$ cat config.mk
export PLATFORM = sky130hd
export DESIGN_NAME = start_pulse_frame_tx_flat
export DESIGN_NICKNAME = d
export VERILOG_FILES = /design/src/rtl/start_pulse_frame_tx_pkg.sv /design/src/rtl/start_pulse_frame_tx_if.sv /design/src/rtl/start_pulse_frame_tx_tick_timer.sv /design/src/rtl/start_pulse_frame_tx.sv /design/src/flat_wrapper.sv
export SDC_FILE = /design/constraint.sdc
export NUM_CORES = 1
export LEC_CHECK = 0
export ABC_AREA = 1
export CAP_MARGIN = 10
export CELL_PAD_IN_SITES_DETAIL_PLACEMENT = 1
export CELL_PAD_IN_SITES_GLOBAL_PLACEMENT = 1
export CORE_MARGIN = 10
export CORE_UTILIZATION = 41
export CTS_CLUSTER_SIZE = 12
export DETAILED_ROUTE_END_ITERATION = 10
export GPL_TIMING_DRIVEN = 0
export PLACE_DENSITY_LB_ADDON = 0.1
export SYNTH_ARGS = -nofsm -noshare
export SYNTH_HDL_FRONTEND = slang
export SYNTH_SLANG_ARGS = --single-unit
$ cat constraint.sdc
create_clock -name clock -period 3.91 [get_ports clock]
set_input_delay 0.782 -clock clock [delete_from_list [all_inputs] [get_ports clock]]
set_output_delay 0.782 -clock clock [all_outputs]
set_load 0.05 [all_outputs]
$ cat src/rtl/start_pulse_frame_tx_pkg.sv
// Shared definitions for the start-pulse serial link.
// Holds the 3-bit frame state encoding, the default timing constants that
// the receive side also uses, and a small helper for sizing tick counters.
package start_pulse_pkg;

    typedef enum logic [2:0] {
        ST_IDLE  = 3'd0,
        ST_PRE   = 3'd1,
        ST_START = 3'd2,
        ST_DATA  = 3'd3,
        ST_GUARD = 3'd4
    } state_e;

    localparam int DEF_DATA_WIDTH  = 8;
    localparam int DEF_PRE_TICKS   = 4;
    localparam int DEF_START_TICKS = 4;
    localparam int DEF_BIT_TICKS   = 8;
    localparam int DEF_GUARD_TICKS = 4;

    function automatic int max4(input int a, input int b, input int c, input int d);
        int m;
        m = a;
        if (b > m) m = b;
        if (c > m) m = c;
        if (d > m) m = d;
        return m;
    endfunction

endpackage

$ cat src/rtl/start_pulse_frame_tx_if.sv
// Handshake and line bundle between the controller core and the frame
// transmitter.
//   tx_valid / tx_data / tx_ready : word handshake (master drives valid/data)
//   data_out                      : registered serial line toward the pad
//   busy / done                   : frame-in-progress and end-of-frame pulse
interface start_pulse_frame_tx_if #(
    parameter int DATA_WIDTH = 8
);
    logic                  tx_valid;
    logic [DATA_WIDTH-1:0] tx_data;
    logic                  tx_ready;
    logic                  data_out;
    logic                  busy;
    logic                  done;

    modport master (
        output tx_valid, tx_data,
        input  tx_ready, data_out, busy, done
    );

    modport slave (
        input  tx_valid, tx_data,
        output tx_ready, data_out, busy, done
    );
endinterface

$ cat src/rtl/start_pulse_frame_tx_tick_timer.sv
// Loadable down-counter used to time every phase of a frame.
//   clock, reset : rising-edge clock, synchronous active-high reset
//   load_i       : load load_val_i this edge (takes priority over counting)
//   load_val_i   : phase length minus one
//   count_o      : current count
//   tc_o         : terminal count, high while the count is zero
// The counter parks at zero instead of wrapping.
module start_pulse_tick_timer #(
    parameter int WIDTH = 4
) (
    input  logic             clock,
    input  logic             reset,
    input  logic             load_i,
    input  logic [WIDTH-1:0] load_val_i,
    output logic [WIDTH-1:0] count_o,
    output logic             tc_o
);
    logic [WIDTH-1:0] count_q;

    always_ff @(posedge clock) begin
        if (reset) begin
            count_q <= '0;
        end else if (load_i) begin
            count_q <= load_val_i;
        end else if (count_q != '0) begin
            count_q <= count_q - WIDTH'(1);
        end
    end

    assign count_o = count_q;
    assign tc_o    = (count_q == '0);
endmodule

$ cat src/rtl/start_pulse_frame_tx.sv
// Transmit side of the start-pulse serial link.
// One accepted word becomes one frame on data_out: PRE_TICKS high, a falling
// edge into START_TICKS low, DATA_WIDTH bits MSB-first at BIT_TICKS each,
// then GUARD_TICKS low with done on the final guard cycle.
//   clock, reset : rising-edge clock, synchronous active-high reset
//   bus          : slave side of start_pulse_frame_tx_if
// data_out, busy and done are registered; tx_ready is combinational.
module start_pulse_frame_tx
    import start_pulse_pkg::*;
#(
    parameter int DATA_WIDTH  = DEF_DATA_WIDTH,
    parameter int PRE_TICKS   = DEF_PRE_TICKS,
    parameter int START_TICKS = DEF_START_TICKS,
    parameter int BIT_TICKS   = DEF_BIT_TICKS,
    parameter int GUARD_TICKS = DEF_GUARD_TICKS
) (
    input  logic                   clock,
    input  logic                   reset,
    start_pulse_frame_tx_if.slave  bus
);
    localparam int MAX_TICKS = max4(PRE_TICKS, START_TICKS, BIT_TICKS, GUARD_TICKS);
    localparam int TICK_W    = $clog2(MAX_TICKS) + 1;
    localparam int BIT_W     = $clog2(DATA_WIDTH) + 1;

    state_e                state_q;
    logic [DATA_WIDTH-1:0] shift_q;
    logic [DATA_WIDTH-1:0] shift_d;
    logic [BIT_W-1:0]      bit_cnt_q;
    logic                  data_out_q;
    logic                  busy_q;
    logic                  done_q;

    logic                  tx_ready;
    logic                  accept;
    logic                  last_bit;
    logic                  tmr_load;
    logic [TICK_W-1:0]     tmr_load_val;
    logic [TICK_W-1:0]     tmr_count;
    logic                  tmr_tc;

    assign tx_ready = (state_q == ST_IDLE) & ~reset;
    assign accept   = bus.tx_valid & tx_ready;
    assign last_bit = (bit_cnt_q == BIT_W'(DATA_WIDTH - 1));
    assign shift_d  = shift_q << 1;

    // Reload the timer with the length of whichever phase is about to begin.
    always_comb begin
        tmr_load     = 1'b0;
        tmr_load_val = '0;
        case (state_q)
            ST_IDLE: begin
                tmr_load     = accept;
                tmr_load_val = TICK_W'(PRE_TICKS - 1);
            end
            ST_PRE: begin
                tmr_load     = tmr_tc;
                tmr_load_val = TICK_W'(START_TICKS - 1);
            end
            ST_START: begin
                tmr_load     = tmr_tc;
                tmr_load_val = TICK_W'(BIT_TICKS - 1);
            end
            ST_DATA: begin
                tmr_load     = tmr_tc;
                tmr_load_val = last_bit ? TICK_W'(GUARD_TICKS - 1) : TICK_W'(BIT_TICKS - 1);
            end
            default: begin
                tmr_load     = 1'b0;
                tmr_load_val = '0;
            end
        endcase
    end

    start_pulse_tick_timer #(
        .WIDTH (TICK_W)
    ) u_timer (
        .clock      (clock),
        .reset      (reset),
        .load_i     (tmr_load),
        .load_val_i (tmr_load_val),
        .count_o    (tmr_count),
        .tc_o       (tmr_tc)
    );

    // data_out is set to the level of the phase being entered, so the line
    // changes on the same edge as the state.
    always_ff @(posedge clock) begin
        if (reset) begin
            state_q    <= ST_IDLE;
            shift_q    <= '0;
            bit_cnt_q  <= '0;
            data_out_q <= 1'b0;
            busy_q     <= 1'b0;
            done_q     <= 1'b0;
        end else begin
            done_q <= 1'b0;
            case (state_q)
                ST_IDLE: begin
                    if (accept) begin
                        state_q    <= ST_PRE;
                        shift_q    <= bus.tx_data;
                        bit_cnt_q  <= '0;
                        data_out_q <= 1'b1;
                        busy_q     <= 1'b1;
                    end
                end
                ST_PRE: begin
                    if (tmr_tc) begin
                        state_q    <= ST_START;
                        data_out_q <= 1'b0;
                    end
                end
                ST_START: begin
                    if (tmr_tc) begin
                        state_q    <= ST_DATA;
                        bit_cnt_q  <= '0;
                        data_out_q <= shift_q[DATA_WIDTH-1];
                    end
                end
                ST_DATA: begin
                    if (tmr_tc) begin
                        if (last_bit) begin
                            state_q    <= ST_GUARD;
                            bit_cnt_q  <= '0;
                            data_out_q <= 1'b0;
                            // A one-tick guard makes its first cycle the last.
                            done_q     <= (GUARD_TICKS == 1);
                        end else begin
                            shift_q    <= shift_d;
                            bit_cnt_q  <= bit_cnt_q + BIT_W'(1);
                            data_out_q <= shift_d[DATA_WIDTH-1];
                        end
                    end
                end
                ST_GUARD: begin
                    if (tmr_tc) begin
                        state_q <= ST_IDLE;
                        busy_q  <= 1'b0;
                    end else if (tmr_count == TICK_W'(1)) begin
                        // Registered, so raise it one cycle ahead of the final tick.
                        done_q <= 1'b1;
                    end
                end
                default: begin
                    state_q    <= ST_IDLE;
                    bit_cnt_q  <= '0;
                    data_out_q <= 1'b0;
                    busy_q     <= 1'b0;
                end
            endcase
        end
    end

    assign bus.tx_ready = tx_ready;
    assign bus.data_out = data_out_q;
    assign bus.busy     = busy_q;
    assign bus.done     = done_q;
endmodule

$ cat src/flat_wrapper.sv
// flat-port wrapper written by rule: the top's interface ports become plain ports
module start_pulse_frame_tx_flat import start_pulse_pkg::*;
#(
    parameter int DATA_WIDTH  = DEF_DATA_WIDTH,
    parameter int PRE_TICKS   = DEF_PRE_TICKS,
    parameter int START_TICKS = DEF_START_TICKS,
    parameter int BIT_TICKS   = DEF_BIT_TICKS,
    parameter int GUARD_TICKS = DEF_GUARD_TICKS
)
  (clock, reset, bus_tx_valid, bus_tx_data, bus_tx_ready, bus_data_out, bus_busy, bus_done);
  start_pulse_frame_tx_if #(.DATA_WIDTH(DATA_WIDTH)) bus_i ();
  input  logic clock;
  input  logic reset;
  input wire logic [$bits(bus_i.tx_valid)-1:0] bus_tx_valid;
  input wire logic [$bits(bus_i.tx_data)-1:0] bus_tx_data;
  output wire logic [$bits(bus_i.tx_ready)-1:0] bus_tx_ready;
  output wire logic [$bits(bus_i.data_out)-1:0] bus_data_out;
  output wire logic [$bits(bus_i.busy)-1:0] bus_busy;
  output wire logic [$bits(bus_i.done)-1:0] bus_done;
  assign bus_i.tx_valid = bus_tx_valid;
  assign bus_i.tx_data = bus_tx_data;
  assign bus_tx_ready = bus_i.tx_ready;
  assign bus_data_out = bus_i.data_out;
  assign bus_busy = bus_i.busy;
  assign bus_done = bus_i.done;
  start_pulse_frame_tx #(.DATA_WIDTH(DATA_WIDTH), .PRE_TICKS(PRE_TICKS), .START_TICKS(START_TICKS), .BIT_TICKS(BIT_TICKS), .GUARD_TICKS(GUARD_TICKS)) u_core (.clock(clock), .reset(reset), .bus(bus_i));
endmodule
==> summary.md, run 1 <==
| Metric | Value |
|---|---|
| Mux cell area share after synthesis | 0% |
| Post-layout min period | about 3.3 ns |
| Post-route setup TNS | 0 ns |
| Syn_nets | 215 |
| CTS tree | built |
| Worst-path fanout max | 10 |
| R2r startpoint | u_core.u_timer.count_o[0] |
| Clock sinks | 22 |
| Final net count | 234 |
| Initial core utilization | between 40% and 50% |
| Syn Area/Cell | around 6.4 µm² |
| Hold buffer count at cts | 0 |
| CP Capture Type | primary output |
| Reg clk slew, reported paths | 0.12 ns |
| Area of placed instances | 1480 µm² |
| Cell row count | 20 |
| WHS Endpoint | u_core.shift_q[4] |
| H-tree levels | 1 |
| Via Count | 1261 |
| Worst Path Required | 3.13 ns |
| Initial drt markers | 47 |
| Clock Latency Late Sink | 0.32 ns |
| Longest Clk Path Bufs | 2 |
| HP Start | u_core.shift_q[4] |
| Pre-Repair DR Iteration Count | 4 |
| Die ar. | slightly below 6000 µm² |
| RSZ-0062 raised after global routing | false |
| I/O Pins | 15 |
| Least-Margin Pin Slew | 0.498 ns |
| Core ar. | 3030 µm² |
| Final design utilization | 49.8% |
| Antenna violations before repair | 0 |
| Worst Hold Path Cells | 2 |
| Final instance area | 1510 µm² |
| GP Congestion | 0.832 |
| Worst setup path class | in2out |
| Gr busiest metal | met2 |
| Clock Root Buffer | clkbuf_4 |
| Max Cap Viol | 0 |
| Routing usage on met2 | 21.4% |
| Vias in the first global route | 1351 |
| Post-synth cell types | 25 |
| Cts bufs inserted | 3 |
| Yosys reg bits | 22 |
| Maximum number of pins on one net before global-route repair | 12 |
| Share of the yosys chip area belonging to registers | 34.2% |
| Slew headroom | 66.7% |
| Status | finished clean |
| Via density | 4.81 |
| Area delta synth->final | 16.9% |
| Synthesized area | 1290 µm² |
| Final Hold Viols | 0 |
| Die H | about 76 µm |
| Layout cell share with drive strength beyond 1 | 11.0% |
| Startpoint Class | input pin |
| Port bufs | 14 |
| DP HPWL | 2630 µm |
| GR Util met1 | 13.2% |
| Post-CTS resize count | 0 |
| Max-slew violation count | 0 |
| Simple-gate share of the synthesized area | 46.1% |
| Routed length per instance | 12.6 µm |
| Reg2reg path depth | 9 |
| Die width | approximately 76 µm |
| GRT Overall Usage | between 10% and 20% |
| Diode count | 0 |
| Ys Warns | 0 |
| RR Endpoint | u_core.shift_q[2] |
| Worst Hold Slack | 0.476 ns |
| DRT antenna net count | 0 |
| Peak Freq | between 0.3 and 0.4 GHz |
| Filler Cell Count | ~420 |
| Final worst-path cycle share | 85.1% |
| Arr. time, crit path | 2.55 ns |
| Gr ovfl total | 0 |
| First-pass GRT wire length | between 5000 and 6000 µm |
| Count of final setup violators | 0 |
| Largest family of logic cells by synthesized area | simple AND/OR/NAND/NOR gates |
| Maximum vdd drop | 0.337 mV |
| Postcts setup bufs | 0 |
| Hold/Removal Path Class | reg2reg |
| DRC | 0 |
| Final WL | 3300 µm |
| Pwr/cell area | between 800 and 900 nW/µm² |
| Synth Area in Compound Gates | 8.35% |
| Post-synthesis xor/xnor area fraction | 0.680% |
| Post-Synthesis Cells | 201 |
| P_leak | 0.698 nW |
| Met3 usage | 2.83% |
| Clk_skew | 0.0120 ns |
| Adder-cell share of the synthesized area | 2.91% |
| R2R setup slack | 2.26 ns |
-- cell type report --
| type | count | area [µm²] | share of cell area, % |
|---|---|---|---|
| inverters | 20 | 80.1 | 5.32 |
| plain buffers | 3 | 20.0 | 1.33 |
| flip-flops and latches | 22 | 440 | 29.2 |
| multi-input cells | 156 | 748 | 49.7 |
| clock buffers | 3 | 22.5 | 1.50 |
| well taps | 44 | 55.1 | 3.65 |
| repair buffers | 14 | 140 | 9.30 |
-- cells in the mapped netlist --
cell type | n | area share, %
nand2_1 | 64 | 19
nor2_1 | 28 | 8.2
dfxtp_1 | 22 | 34
nand3_1 | 21 | 8.2
inv_1 | 17 | 5.0
a21oi_1 | 12 | 4.7
nand2_2 | 5 | 2.4
o21ai_0 | 5 | 1.9
ha_1 | 3 | 2.9
nor2_2 | 3 | 1.5
nor2_4 | 3 | 2.6
nor3_1 | 3 | 1.2
inv_2 | 2 | 0.58
nand2_4 | 2 | 1.7
a21oi_2 | 1 | 0.68
buf_2 | 1 | 0.39
buf_6 | 1 | 0.87
clkbuf_1 | 1 | 0.29
inv_6 | 1 | 0.68
nand4_1 | 1 | 0.49
nor3_2 | 1 | 0.78
o21ai_1 | 1 | 0.39
o21ai_2 | 1 | 0.68
or2_0 | 1 | 0.49
xor2_1 | 1 | 0.68
-- cells by family (layout without fill, tap and decap cells) --
| logic type | Yosys count | after routing |
|---|---|---|
| DFF | 22 | 22 |
| AOI/OAI and AO/OA | 20 | 20 |
| buffers and inverters | 23 | 40 |
| xor gates and xnor gates | 1 | 1 |
| adders and majority gates | 3 | 3 |
| and+or+nand+nor | 132 | 132 |
-- worst max-delay path: stages --
cell	delay, ns
clkdlybuf4s50_1	0.50
clkbuf_1	0.40
nor2_1	0.13
clkdlybuf4s50_1	0.73
-- flip-flops by register name (all words and copies together), names as in the netlist --
signal                  cells
u_core.bit_cnt_q            4
u_core.bus.busy             1
u_core.bus.data_out         1
u_core.bus.done             1
u_core.shift_q              8
u_core.state_q              3
u_core.u_timer.count_o      4
-- worst max-delay path by stage --
stage          startpoint      endpoint  slack, ns  cells past startpoint
2_1_floorplan       reset  bus_tx_ready       1.46                      2
3_3_place_gp        reset  bus_tx_ready       0.57                      4
3_5_place_dp        reset  bus_tx_ready       0.56                      4
4_1_cts             reset  bus_tx_ready       0.56                      4
5_1_grt             reset  bus_tx_ready       0.47                      4
6_report            reset  bus_tx_ready       0.58                      4
-- cell usage in the layout (no fill, tap or decap), drive strengths merged --
cell type,count
a21oi,13
buf,2
clkbuf,4
clkdlybuf4s50,14
dfxtp,22
ha,3
inv,20
nand2,71
nand3,21
nand4,1
nor2,34
nor3,4
o21ai,7
or2,1
xor2,1
-- metrics by stage --
stage / total power [mW] / instances / setup slack (ns)
after CTS: 1.26 / 262 / 0.559
after global placement: 1.11 / 259 / 0.568
final: 1.25 / 262 / 0.582
after global routing: 1.39 / 262 / 0.469
after detailed placement: 1.15 / 259 / 0.560
after floorplan: 0.964 / 201 / 1.46
-- routing by layer --
metal | routed length, µm | vias to the layer above
li1 | - | 663
met1 | 1480 | 586
met2 | 1710 | 10
met3 | 99 | 2
met4 | 17 | 0
met5 | 0 | -
-- power breakdown --
group / leakage (nW) / internal [mW] / switching, mW
clock: 0.0138 / 0.0361 / 0.0729
sequential: 0.181 / 0.315 / 0.0715
combinational: 0.503 / 0.249 / 0.503
total: 0.698 / 0.600 / 0.647
(Power assumes the default switching activity.)
==> inputs of run 2 (changes only) <==
CELL_PAD_IN_SITES_DETAIL_PLACEMENT = not set   (was 1)
CELL_PAD_IN_SITES_GLOBAL_PLACEMENT = not set   (was 1)
CORE_UTILIZATION = 59   (was 41)
PLACE_DENSITY = 0.83   (was not set)
PLACE_DENSITY_LB_ADDON = not set   (was 0.1)
==> run 2 against run 1 <==
- register-to-register slack barely moved
- via count rose by 2.1%
- sequential share of layout area rose by 0.15 points
- global-route usage rose by 1.9 points
- clock-buffer cell count rose by 1
- cell area fell by 0.50%
- sequential power barely moved
- clock skew fell by 0.0065 ns
- highest routed layer unchanged
==> summary.md, run 2 (same netlist as run 1, synthesis figures left out) <==
| Metric | Value |
|---|---|
| Status | finished clean |
| Clock Root Buffer | clkbuf_4 |
| Die H | 66.7 µm (-12%) |
| Worst setup startpoint | reset |
| Least-Margin Pin Slew | 0.500 ns (+0.00208 ns) |
| Diode count | 0 (unchanged) |
| Initial drt markers | 118 (+150%) |
| Arr. time, crit path | 2.53 ns (-0.02 ns) |
| Largest stage delay, worst path | 0.73 ns (about the same) |
| Number of flip-flops in the largest register | 8 (unchanged) |
| Via density | 5.23 (+8.7%) |
| Layout cell share with drive strength beyond 1 | 11.4% (+0.41 points) |
| Max-slew violation count | 0 (unchanged) |
| Reg2reg path depth | 9 (unchanged) |
| Final WL | 2840 µm (-14%) |
| Slowest cell on crit path | clkdlybuf4s50_1 |
| Clock Latency Late Sink | 0.30 ns (-0.02 ns) |
| DRT antenna net count | 0 (unchanged) |
| Cell row count | 16 (-20%) |
| CTS tree | built |
| Slew headroom | 66.6% (-0.14 points) |
| Clk_skew | 0.00553 ns (-0.00646 ns) |
| CP bufs+invs | 3 (unchanged) |
| Count of final setup violators | 0 (unchanged) |
| Most common cell after layout, fill and taps aside | nand2_1 |
| Vias in the first global route | 1204 (-11%) |
| Worst-path fanout max | 10 (unchanged) |
| Initial core utilization | 63.7% (+21 points) |
| P_leak | 0.705 nW (+1.0%) |
| Maximum vdd drop | 0.597 mV (+77%) |
| Peak Freq | 0.302 GHz (+0.45%) |
| Cts bufs inserted | 3 (unchanged) |
| Longest Clk Path Bufs | 2 (unchanged) |
| Worst Path Required | 3.13 ns (about the same) |
| Filler Cell Count | 168 (-60%) |
| Post-layout min period | 3.31 ns (-0.0149 ns) |
| Maximum number of pins on one net before global-route repair | 13 (+1) |
| Core ar. | 2020 µm² (-33%) |
| Final worst-path cycle share | 84.7% (-0.38 points) |
| Final Hold Viols | 0 (unchanged) |
| Pwr/cell area | 836 nW/µm² (+0.94%) |
| CP dominant cell by count | clkdlybuf4s50_1 |
| DRC | 0 (unchanged) |
| Post-route setup TNS | 0 ns (unchanged) |
| I/O Pins | 15 (unchanged) |
| Gr ovfl total | 0 (unchanged) |
| First-pass GRT wire length | 5000 µm (-15%) |
| CP Capture Type | primary output |
| Pre-Repair DR Iteration Count | 4 (unchanged) |
| Most flops, register | u_core.shift_q |
| Area delta synth->final | 16.3% |
| Clock sinks | 22 (unchanged) |
| Worst-path cell chain | clkdlybuf4s50_1 > clkbuf_1 > nor2_1 > clkdlybuf4s50_1 |
| H-tree levels | 1 (unchanged) |
| Port bufs | 14 (unchanged) |
| Hold buffer count at cts | 0 (unchanged) |
| RSZ-0062 raised after global routing | false |
| Final net count | 234 (unchanged) |
| Die ar. | 4450 µm² (-23%) |
| Stages on the worst setup path | 4 (unchanged) |
| Hold/Removal Path Class | reg2reg |
| GRT Overall Usage | 13.6% (+1.9 points) |
| Post-CTS resize count | 0 (unchanged) |
| Routed length per instance | 11.5 µm (-8.4%) |
| Die width | 66.7 µm (-12%) |
| CP top delay family | buffers and inverters |
| R2R setup slack | 2.27 ns (about the same) |
| Antenna violations before repair | 0 (unchanged) |
| Overall Power | 1.25 mW (+0.43%) |
| Max Cap Viol | 0 (unchanged) |
| R2r startpoint | u_core.u_timer.count_o[0] |
| Setup crit end | bus_tx_ready |
| Commonest non-fill, non-tap cells in the layout | nand2_1, nor2_1, dfxtp_1 |
| Reg clk slew, reported paths | 0.12 ns (about the same) |
| Worst setup path class | in2out |
| DP HPWL | 2200 µm (-16%) |
| GP Congestion | 0.887 (+6.7%) |
| Postcts setup bufs | 0 (unchanged) |
| Startpoint Class | input pin |
| Via Count | 1287 (+2.1%) |
| RR Endpoint | u_core.shift_q[0] |
run 2: changes by cell type in the layout (fill, tap and decap cells not counted):
cell	previous run	this run
clkbuf_8	0	1
run 2: area by class of cell:
type / count / area, µm² / area share, %
multi-input combinational: 156 / 748 / 49.9
sequential: 22 / 440 / 29.4
timing repair buffer: 14 / 140 / 9.35
inverter: 20 / 80.1 / 5.34
clock buffer: 4 / 36.3 / 2.42
tap: 27 / 33.8 / 2.25
buffer: 3 / 20.0 / 1.34
run 2: metrics by stage:
stage          instance area (µm²)  hold WS [ns]  util, %  setup WS, ns  instances
6_report                      1500         0.469     74.1         0.597        246
5_1_grt                       1500         0.491     74.1         0.507        246
4_1_cts                       1500         0.474     74.1         0.603        246
3_5_place_dp                  1460         0.455     72.3         0.609        242
3_3_place_gp                  1460         0.449     72.3         0.607        242
2_1_floorplan                 1290         0.440        -          1.46        201
run 2: report_power, final:
group | internal, mW | switching, mW
sequential | 0.315 | 0.0704
clock | 0.0568 | 0.0683
combinational | 0.250 | 0.493
run 2: worst min-delay path by stage:
stage,start,endpoint,slack (ns),cells after the start
global placement,u_core.shift_q[5],u_core.shift_q[5],0.45,2
detailed placement,u_core.shift_q[3],u_core.shift_q[3],0.45,2
floorplan,u_core.shift_q[1],u_core.shift_q[1],0.44,2
CTS,u_core.shift_q[3],u_core.shift_q[3],0.47,2
finish,u_core.shift_q[3],u_core.shift_q[3],0.47,2
global route,u_core.shift_q[3],u_core.shift_q[3],0.49,2
run 2: worst reg2reg max path, cell delays in order (launching register included):
cell	delay, ns
dfxtp_1	0.34
inv_1	0.10
ha_1	0.25
nand2_4	0.12
nand2_1	0.11
inv_2	0.05
nor2_4	0.24
nand2_4	0.14
a21oi_1	0.15
nor2_1	0.05
run 2: per-layer routing:
metal | GRT usage [%] | share of wire (%) | vias up
li1 | - | - | 671
met1 | 16.8 | 47 | 577
met2 | 22.9 | 47 | 35
met3 | 2.68 | 5.1 | 4
met4 | 4.45 | 0.74 | 0
met5 | 0 | 0 | -
==> inputs of run 3 (changes only) <==
CORE_UTILIZATION = 49   (was 59)
PLACE_DENSITY = 0.74   (was 0.83)
clock period = 2.8 ns   (was 3.91 ns; I/O delays follow)
==> run 3 against run 2 <==
- worst setup slack lost 0.41 ns
- hold slack hardly changed
- via count shrank 2.5%
- combinational power rose by 37%
- wire length decreased by 3.8%
- critical path depth is the same
- sequential share of layout area about the same
- first-iteration DRC count down 41%
- sequential power grew 39%
- clock power rose by 38%
- cell count up 1.2%
- critical path type unchanged
==> summary.md, run 3 (same netlist as run 1, synthesis figures left out) <==
| Metric | Value |
|---|---|
| Clock Root Buffer | clkbuf_4 |
| Max Cap Viol | 0 (unchanged) |
| Maximum vdd drop | 0.800 mV (+34%) |
| Setup crit end | bus_tx_ready |
| Count of final setup violators | 0 (unchanged) |
| Longest Clk Path Bufs | 2 (unchanged) |
| Post-route setup TNS | 0 ns (unchanged) |
| Hold buffer count at cts | 0 (unchanged) |
| Number of flip-flops in the largest register | 8 (unchanged) |
| Clock sinks | 22 (unchanged) |
| Slew headroom | 66.9% (+0.30 points) |
| Reg clk slew, reported paths | 0.12 ns (about the same) |
| Final Hold Viols | 0 (unchanged) |
| Pre-CTS setup slack | -0.0797 ns (-0.689 ns) |
| RSZ-0062 raised after global routing | false |
| Startpoint Class | input pin |
| Maximum number of pins on one net before global-route repair | 13 (unchanged) |
| Area delta synth->final | 16.5% |
| Diode count | 0 (unchanged) |
| CP top delay family | buffers and inverters |
| Gr ovfl total | 0 (unchanged) |
| Status | finished clean |
| Final net count | 234 (unchanged) |
| Cts bufs inserted | 3 (unchanged) |
| DRC | 0 (unchanged) |
| R2R setup slack | 1.19 ns (-1.08 ns) |
| Port bufs | 14 (unchanged) |
| Via density | 5.04 (-3.7%) |
| Final worst-path cycle share | 93.5% |
| Max-slew violation count | 0 (unchanged) |
| Cell row count | 18 (+2) |
| Non-filler cells, final | 249 (+1.2%) |
| Filler Cell Count | 250 (+49%) |
| Largest stage delay, worst path | 0.51 ns (-0.22 ns) |
| Final WL | 2730 µm (-3.8%) |
| Layout cell share with drive strength beyond 1 | 11.4% (unchanged) |
| Pwr/cell area | 1150 nW/µm² (+38%) |
| Die ar. | 5080 µm² (+14%) |
| Worst Path Required | 2.24 ns (-0.89 ns) |
| Via Count | 1255 (-2.5%) |
| Final instance area | 1500 µm² (+0.17%) |
| R2r startpoint | u_core.u_timer.count_o[0] |
| CP bufs+invs | 3 (unchanged) |
| Area of placed instances | 1470 µm² (+0.26%) |
| Reg2reg path depth | 9 (unchanged) |
| Worst setup path class | in2out |
| Die H | 71.3 µm (+6.8%) |
| Worst Hold Slack | 0.469 ns (+0.000179 ns) |
| I/O Pins | 15 (unchanged) |
| GP Congestion | 0.858 (-3.3%) |
| Peak Freq | 0.382 GHz |
| Worst setup startpoint | reset |
| Antenna violations before repair | 0 (unchanged) |
| Most flops, register | u_core.shift_q |
| Pre-Repair DR Iteration Count | 4 (unchanged) |
| Commonest non-fill, non-tap cells in the layout | nand2_1, nor2_1, dfxtp_1 |
| First-pass GRT wire length | 4880 µm (-2.3%) |
| DP HPWL | 2150 µm (-2.3%) |
| Slowest cell on crit path | clkdlybuf4s50_1 |
| Core ar. | 2500 µm² (+24%) |
| Worst-path fanout max | 10 (unchanged) |
| Initial drt markers | 70 (-41%) |
| Initial core utilization | 51.6% (-12 points) |
| Final Worst Setup Slack | 0.182 ns (-0.414 ns) |
| H-tree levels | 1 (unchanged) |
| GRT Overall Usage | 11.0% (-2.6 points) |
| Clk_skew | 0.00481 ns (-0.000723 ns) |
| Clock Latency Late Sink | 0.30 ns (about the same) |
| Post-layout min period | 2.62 ns |
| Arr. time, crit path | 2.06 ns (-0.47 ns) |
| P_leak | 0.708 nW (+0.39%) |
| Most common cell after layout, fill and taps aside | nand2_1 |
| Overall Power | 1.73 mW (+38%) |
| Placed cell count | 245 (+1.2%) |
| DRT antenna net count | 0 (unchanged) |
| Routed length per instance | 11.0 µm (-5.0%) |
| Vias in the first global route | 1213 (+0.75%) |
| Least-Margin Pin Slew | 0.496 ns (-0.00446 ns) |
| Worst-path cell chain | clkdlybuf4s50_1 > clkbuf_1 > nor2_1 > dlygate4sd2_1 |
| Hold/Removal Path Class | reg2reg |
| CP Capture Type | primary output |
| Die width | 71.3 µm (+6.8%) |
| CTS tree | built |
| Stages on the worst setup path | 4 (unchanged) |
| RR Endpoint | u_core.shift_q[0] |
| Final design utilization | 60.1% (-14 points) |
==> run 3: cell types whose count changed in the layout (fill, tap and decap cells not counted) <==
cell             delta
clkdlybuf4s50_1     -1
dlygate4sd2_1       +1
==> run 3: power by group <==
part           total, mW  switching (mW)  internal [mW]  leakage, nW
registers          0.534          0.0952          0.439        0.181
clock network      0.173          0.0934         0.0792       0.0210
logic               1.02           0.677          0.343        0.506
total               1.73           0.866          0.861        0.708
==> run 3: worst min-delay path by stage <==
stage          depth (start not counted)         startpoint           endpoint
2_1_floorplan                          2  u_core.shift_q[1]  u_core.shift_q[1]
3_3_place_gp                           2  u_core.shift_q[2]  u_core.shift_q[2]
3_5_place_dp                           2  u_core.shift_q[7]  u_core.shift_q[7]
4_1_cts                                2  u_core.shift_q[7]  u_core.shift_q[7]
5_1_grt                                2    u_core.bus.busy    u_core.bus.busy
6_report                               2  u_core.shift_q[3]  u_core.shift_q[3]
==> run 3: repair_timing <==
item	4_1_cts	5_1_grt
setup endpoints to repair	1	0
buffers inserted	0	0
endpoints found under the hold margin	0	0
resized for setup	1	0
==> run 3: tightest hold or removal path, cell delays in order, from the launching register on <==
cell and delay, ns:
dfxtp_1 0.33, nand2_1 0.06, a21oi_1 0.05
==> run 3: cell type report <==
type / count / area [µm²] / share of cell area, %
sequential: 22 / 440 / 29.3
clock buffer: 4 / 36.3 / 2.42
buffer: 3 / 20.0 / 1.33
multi-input combinational: 156 / 748 / 49.8
inverter: 20 / 80.1 / 5.33
timing repair buffer: 14 / 139 / 9.25
tap: 30 / 37.5 / 2.50
==> run 3: metal layers <==
| layer | routed length (µm) | vias to the layer above | global-route usage, % | part of all wire (%) |
|---|---|---|---|---|
| li1 | - | 672 | - | - |
| met1 | 1360 | 552 | 13.4 | 50 |
| met2 | 1250 | 29 | 18.8 | 46 |
| met3 | 104 | 2 | 1.79 | 3.8 |
| met4 | 20 | 0 | 3.87 | 0.73 |
| met5 | 0 | - | 0 | 0 |
